File: src/rtl/instr_encoder.sv
// Packs decoded RISC-V fields into 32-bit instruction words and streams them out with sequential addresses.
// Optional immediate range checking is enabled by defining INSTR_ENC_RANGE_CHECK_EN.
module instr_encoder #(
    parameter logic [31:0] BASE_ADDR = 32'h0040_0000,
    parameter int          DEPTH     = 64
) (
    input  logic                           clk,
    input  logic                           reset,
    input  logic                           clear_i,
    input  logic                           in_valid_i,
    output logic                           in_ready_o,
    input  logic [6:0]                     op_i,
    input  logic [4:0]                     rd_i,
    input  logic [4:0]                     rs1_i,
    input  logic [4:0]                     rs2_i,
    input  logic [2:0]                     funct3_i,
    input  logic [6:0]                     funct7_i,
    input  logic [31:0]                    imm_i,
    output logic                           out_valid_o,
    input  logic                           out_ready_i,
    output logic [31:0]                    instr_o,
    output logic [31:0]                    addr_o,
    output logic [$clog2(DEPTH+1)-1:0]     count_o,
    output logic                           fmt_err_o,
    output logic                           range_err_o,
    output logic                           done_o
);

    localparam int               CNT_W    = $clog2(DEPTH + 1);
    localparam logic [CNT_W-1:0] LAST_CNT = CNT_W'(DEPTH - 1);

    localparam logic [1:0] ST_EMPTY = 2'd0;
    localparam logic [1:0] ST_HOLD  = 2'd1;
    localparam logic [1:0] ST_DONE  = 2'd2;

    localparam logic [6:0] OP_R    = 7'h33;
    localparam logic [6:0] OP_I    = 7'h13;
    localparam logic [6:0] OP_JALR = 7'h67;
    localparam logic [6:0] OP_U    = 7'h37;
    localparam logic [6:0] OP_S    = 7'h23;
    localparam logic [6:0] OP_B    = 7'h63;
    localparam logic [6:0] OP_J    = 7'h6F;
    localparam logic [31:0] NOP    = 32'h0000_0013;

    function automatic logic [31:0] encode_word(
        input logic [6:0]  op,
        input logic [4:0]  rd,
        input logic [4:0]  rs1,
        input logic [4:0]  rs2,
        input logic [2:0]  f3,
        input logic [6:0]  f7,
        input logic [20:0] imm
    );
        logic [31:0] w;
        case (op)
            OP_R:         w = {f7, rs2, rs1, f3, rd, op};
            OP_I, OP_JALR: w = {imm[11:0], rs1, f3, rd, op};
            OP_U:         w = {imm[19:0], rd, op};
            OP_S:         w = {imm[11:5], rs2, rs1, f3, imm[4:0], op};
            OP_B:         w = {imm[12], imm[10:5], rs2, rs1, f3, imm[4:1], imm[11], op};
            OP_J:         w = {imm[20], imm[10:1], imm[11], imm[19:12], rd, op};
            default:      w = NOP;
        endcase
        return w;
    endfunction

    function automatic logic fmt_unsupported(input logic [6:0] op);
        logic bad;
        case (op)
            OP_R, OP_I, OP_JALR, OP_U, OP_S, OP_B, OP_J: bad = 1'b0;
            default:                                     bad = 1'b1;
        endcase
        return bad;
    endfunction

`ifdef INSTR_ENC_RANGE_CHECK_EN
    // The immediate must survive truncation to the format's field and sign-extension back.
    function automatic logic imm_out_of_range(input logic [6:0] op, input logic signed [31:0] imm);
        logic bad;
        case (op)
            OP_I, OP_JALR, OP_S: bad = (imm != {{20{imm[11]}}, imm[11:0]});
            OP_U:                bad = (imm != {{12{imm[19]}}, imm[19:0]});
            OP_B:                bad = (imm != {{19{imm[12]}}, imm[12:0]}) || imm[0];
            OP_J:                bad = (imm != {{11{imm[20]}}, imm[20:0]}) || imm[0];
            default:             bad = 1'b0;
        endcase
        return bad;
    endfunction
`endif

    logic [1:0]  state;
    logic        accept;
    logic        deliver;
    logic        last_deliver;
    logic [31:0] instr_p0;
    logic        fmt_err_p0;
    logic        range_err_p0;
    logic        unused_imm_hi;

    assign unused_imm_hi = ^imm_i[31:21];

    // Stage p0: combinational encode of the presented field bundle
    assign instr_p0   = encode_word(op_i, rd_i, rs1_i, rs2_i, funct3_i, funct7_i, imm_i[20:0]);
    assign fmt_err_p0 = fmt_unsupported(op_i);
`ifdef INSTR_ENC_RANGE_CHECK_EN
    assign range_err_p0 = imm_out_of_range(op_i, signed'(imm_i));
`else
    assign range_err_p0 = 1'b0;
`endif

    assign out_valid_o  = (state == ST_HOLD);
    assign done_o       = (state == ST_DONE);
    assign in_ready_o   = (state != ST_DONE) && (!out_valid_o || out_ready_i);
    assign accept       = in_valid_i && in_ready_o;
    assign deliver      = out_valid_o && out_ready_i;
    assign last_deliver = deliver && (count_o == LAST_CNT);

    // Stage p1: output register and stream control
    always_ff @(posedge clk) begin
        if (!reset) begin
            state       <= ST_EMPTY;
            instr_o     <= 32'h0;
            addr_o      <= BASE_ADDR;
            count_o     <= '0;
            fmt_err_o   <= 1'b0;
            range_err_o <= 1'b0;
        end else if (clear_i) begin
            state   <= ST_EMPTY;
            addr_o  <= BASE_ADDR;
            count_o <= '0;
        end else begin
            if (deliver) begin
                count_o <= count_o + 1'b1;
                // The final word's address is kept so addr_o never runs past the window.
                if (!last_deliver) begin
                    addr_o <= addr_o + 32'd4;
                end
            end

            case (state)
                ST_EMPTY: if (accept) state <= ST_HOLD;
                ST_HOLD: begin
                    if (last_deliver) begin
                        state <= ST_DONE;
                    end else if (deliver && !accept) begin
                        state <= ST_EMPTY;
                    end
                end
                ST_DONE:  state <= ST_DONE;
                default:  state <= ST_EMPTY;
            endcase

            if (accept && !last_deliver) begin
                instr_o     <= instr_p0;
                fmt_err_o   <= fmt_err_p0;
                range_err_o <= range_err_p0;
            end
        end
    end

endmodule

File: config.mk
export PLATFORM = sky130hd
export DESIGN_NAME = instr_encoder
export DESIGN_NICKNAME = d
export VERILOG_FILES = /design/src/rtl/instr_encoder.sv
export SDC_FILE = /design/constraint.sdc
export NUM_CORES = 1
export LEC_CHECK = 0
export BUFFER_PORTS_ARGS = -buffer_cell sky130_fd_sc_hd__buf_4
export CORE_MARGIN = 2
export CORE_UTILIZATION = 49
export DETAILED_ROUTE_END_ITERATION = 10
export GPL_TIMING_DRIVEN = 0
export PLACE_DENSITY = 0.88
export SKIP_CTS_REPAIR_TIMING = 1
export SLEW_MARGIN = 20
export SYNTH_ARGS = -nofsm -noshare
export SYNTH_HDL_FRONTEND = slang
export SYNTH_SLANG_ARGS = --single-unit
File: constraint.sdc
create_clock -name clk -period 2.1 [get_ports clk]
set_input_delay 0.525 -clock clk [delete_from_list [all_inputs] [get_ports clk]]
set_output_delay 0.525 -clock clk [all_outputs]
set_load 0.01 [all_outputs]
# [Word level (Yosys, flattened, before mapping)]
# Index checks and enable logic that the tools add are counted.
[classes] n_lt_le_gt_ge=0 n_reduce_logical=17 bitwise_logic=3 n_div=0 n_shift=0 n_mux=6 add_sub_neg=2 n_eq_ne=13 n_mul=0
[ops] op="32-bit one-hot mux with 6 select lines" n=1
[ops] op="32-bit by 3-bit adder with 32-bit output (second input constant)" n=1
[ops] op="7-bit by 6-bit equality test with 1-bit output (second input constant)" n=4
[ops] op="7-bit equality test (second input constant)" n=3
[ops] op="7-bit by 1-bit adder with 7-bit output (second input constant)" n=1
[ops] op="7-bit by 5-bit equality test with 1-bit output (second input constant)" n=1
[ops] op="7-bit OR reduction" n=1
[ops] op="1-bit logical AND" n=6
[ops] op="2-bit 2-to-1 mux" n=3
[ops] op="2-bit one-hot mux with 3 select lines" n=1
[ops] op="2-bit AND reduction" n=3
[ops] op="2-bit inequality test (second input constant)" n=2
[ops] op="2-bit OR reduction" n=2
[ops] op="1-bit zero test" n=3
[ops] op="3-bit by 1-bit inequality test with 1-bit output (second input constant)" n=1
[ops] op="1-bit inverter" n=3
[ops] op="2-bit by 1-bit equality test with 1-bit output (second input constant)" n=1
[ops] op="2-bit equality test (second input constant)" n=1
[ops] op="2-bit zero test" n=1
[ops] op="1-bit logical OR" n=1
[ops] op="1-bit 2-to-1 mux" n=1
[word_totals] mem_bits_ro=0 n_memories=0 ramBits=0 out_inout_bits=76 word_cells=46 reg_bits=74 input_bits=69 latchBits=0

# [Depth between registers and ports, before layout]
[logic_depth] ltp_word=10 depth_mapped=8 mapped_depth_nobuf=6

# [Worst setup path after synthesis]
# OpenSTA, ideal clock, no wires.
[synth_timing] path_type="flip-flop to flip-flop" start="register count_o[0]" end="register instr_o[13]" setup_ps=117 path_buffers=2 arrival_time_ps=1768 path_slack_ps=216 synth_period_minus_slack_ps=1884 stages_incl_launch_ff=9 path_cell_list="dfxtp_1 -> ha_1 -> and4b_4 -> nand3_4 -> and4b_4 -> buf_6 -> and3_4 -> buf_6 -> a22o_1"
[synth_via] elab_chain_len=5
[synth_lines] element="start: declaration" line="23" rtl="output logic [$clog2(DEPTH+1)-1:0] count_o,"
[synth_lines] element="start signal: assignment" line="133" rtl="count_o <= count_o + 1'b1;"
[synth_lines] element="7-bit by 6-bit equality test with 1-bit output" line="116" rtl="assign last_deliver = deliver && (count_o == LAST_CNT);"
[synth_lines] element="1-bit logical AND" line="116"
[synth_lines] element="1-bit zero test" line="153" rtl="if (accept && !last_deliver) begin"
[synth_lines] element="1-bit logical AND" line="153"
[synth_lines] element="2-bit AND reduction (no source line)"
[synth_lines] element="end signal: assignment" line="154" rtl="instr_o <= instr_p0;"
[synth_lines] element="end: declaration" line="21" rtl="output logic [31:0] instr_o,"
# Every way passes these cells.
# A chain may end at the register's enable or synchronous reset.

# [Worst setup path after layout]
[layout_timing] start="register count_o[1]" end="register instr_o[6]"
# Same word-level chain as after synthesis.

==> impl_metrics.yaml <==
routing:
  via_per_inst: 5.596
  drtAntennaViolNets: 0
  drc: 0
  vias: 3654
  wl_um: 10580
  drt_first_pass_iters: 5
  first_iter_violations: 185
  routedWlPerCell_um: 16.21
synth:
  synthesis.area_mm2: 0.003623
  ys_types: 58
  ys_ff_latch: 72
  synthFlopType: "dfxtp_1"
  synth_warnings: 0
  synth_edf_count: 0
  synthCells: 410
  syn_avg_cell_area_um2: 8.838
  synth-async-reset-ratio_pct: 0
  synth-seq-area-share_pct: 39.78
cells_and_area:
  final_cell_mix: "buf_4, dfxtp_1, nor2_1"
  mostFrequentLayoutCell: "buf_4"
  multiInputGateArea_mm2: 0.002002
  area_growth_pct: 35.81
  ff_latch_area_mm2: 0.001441
  diodes: 0
  fin_nets: 620
  drive_gt1_share_pct: 32.31
  n_fill_cell: 598
  final_core_util_pct: 68.21
global_routing:
  antenna_found_initial: 0
  grt_max_degree: 15
  grt_overflow: 0
  grt_first_pass_wirelength_um: 16730
  grt_pass1_vias: 3621
  grt_usage_pct: 25.24
placement:
  portBuffers: 126
  preCtsSetupSlack_ns: -0.07423
  post-dp-hpwl_um: 8090
  routabilityCongestion: 0.9022
sta:
  clock_skew_ns: 0.01469
  slew_viol_final: 0
  tightest_slew_ns: 0.7350
  slew_headroom_pct: 50.73
  setup_viol: 0
  grt_setup_unrepaired: "false"
  hold_viol: 0
  layout_setup_ws_ns: 0.07713
  fin_crit_sh_pct: 96.33
  max_freq_mhz: 494.3
  layout_min_cycle_time_ns: 2.023
  holdWs_ns: 0.4739
floorplan:
  die-height_um: 90.00
  die_area_mm2: 0.008099
  fp.dieW_um: 90.00
  start_util_pct: 50.23
  placementRows: 31
  io_pins: 145
  coreArea_mm2: 0.007214
critical_path:
  end_kind: "flip-flop"
  path_class: "reg -> reg"
  crit_required_ns: 2.34
  start_kind: "flip-flop"
  cp.arrival_ns: 2.26
  cp_max_fo: 10
cts:
  clockBufferDepth: 2
  clk_pin_slew_ns: 0.08
  htreeDepth: 3
  root_buffer: "clkbuf_8"
  clkLatencyLatePin_ns: 0.35
  cts_tree: "done"
  cts_buffers: 9
  clock-sinks: 72
flow_run:
  max_cap_viol_count: 0
pwr:
  p_comb_share_pct: 10.2
  peakVddDrop_mv: 0.3480
  internal_power_uw: 2076
  clkPwrFrac_pct: 40.2
  p_per_area_mw_per_mm2: 566.8
  p_leak_uw: 0.002090
  p_sw_share_pct: 25.55
  seqPwrFrac_pct: 49.7
  switchingPower_uw: 712.7
worst_hold_path:
  hp-class: "reg -> reg"
outcome:
  status: "completed"
## power groups by stage
stage               combinational, µW  sequential (µW)  clock [µW]
finish                            283             1390        1120
global route                      305             1390        1200
CTS                               277             1390        1130
detailed placement                277             1420           0
global placement                  272             1420           0
floorplan                         122             1420           0
## worst paths after layout
path                                               from                      end  cells after the start  slack, ns
worst max-delay path            count_o[1]$_SDFFE_PP0P_  instr_o[6]$_SDFFE_PN0P_                      8       0.08
worst min-delay path            instr_o[1]$_SDFFE_PN0P_  instr_o[1]$_SDFFE_PN0P_                      1       0.47
worst max register to register  count_o[1]$_SDFFE_PP0P_  instr_o[6]$_SDFFE_PN0P_                      8       0.08
worst min register to register  instr_o[1]$_SDFFE_PN0P_  instr_o[1]$_SDFFE_PN0P_                      1       0.47
## cells in the mapped netlist, drive strengths merged, types with 4 or more instances
cell type | instances | area [µm²]
dfxtp | 72 | 1441
nor2 | 46 | 172.7
nand2 | 42 | 157.7
a22oi | 25 | 187.7
a22o | 21 | 183.9
buf | 21 | 151.4
xor2 | 20 | 175.2
nand3 | 18 | 102.6
a21oi | 14 | 73.82
xnor2 | 13 | 113.9
nand4 | 11 | 68.82
nor3 | 11 | 65.06
and3 | 10 | 67.56
o21ai | 9 | 45.04
inv | 7 | 26.28
nand2b | 7 | 43.79
clkbuf | 6 | 22.52
o2bb2ai | 6 | 52.55
and4 | 4 | 35.03
mux2i | 4 | 40.04
## worst max-delay path, cell delays in order (launching register included)
cell and delay [ns]:
dfxtp_1 0.41, ha_2 0.25, and4b_4 0.30, nand3_4 0.09
and4b_4 0.21, buf_6 0.12, and3_4 0.19, buf_6 0.14
a22o_1 0.20
## per-layer routing
metal / track usage (%) / vias up / wire length [µm]
met5: 0 / - / 0
met4: 10.13 / 0 / 272
met3: 7.795 / 23 / 1155
met2: 43.88 / 193 / 5124
met1: 28.95 / 1693 / 4030
li1: - / 1745 / -
## cell type report
| type | instances | share of cell area, % |
|---|---|---|
| sequential | 72 | 29.29 |
| buffer | 27 | 3.636 |
| tap | 99 | 2.517 |
| clock inverter | 7 | 1.602 |
| clock buffer | 9 | 2.517 |
| timing repair buffer | 126 | 19.22 |
| multi-input combinational | 306 | 40.68 |
| inverter | 7 | 0.5339 |
## metrics by stage
| stage | power, µW | area [µm²] | TNS [ns] | cells |
|---|---|---|---|---|
| after floorplan | 1544 | 3631 | 0 | 412 |
| after global placement | 1688 | 4701 | 0 | 637 |
| after detailed placement | 1694 | 4701 | -0.2124 | 637 |
| after CTS | 2793 | 4903 | -0.02448 | 653 |
| after global routing | 2888 | 4921 | 0 | 653 |
| final | 2789 | 4921 | 0 | 653 |
## cell families after synthesis
family | share of synthesized area [%]
simple gates | 24.79
compound gates | 19.72
flops | 39.78
buf+inv | 5.525
xor+xnor | 7.977
mux | 1.416
fa+ha+maj | 0.6905
other cells | 0.1035
## flip-flops by register name, indices dropped and copies added, names as in the netlist
name,count
addr_o,30
fmt_err_o,1
count_o,7
state,2
instr_o,32
No activity file was read; power rests on OpenSTA's default activity.
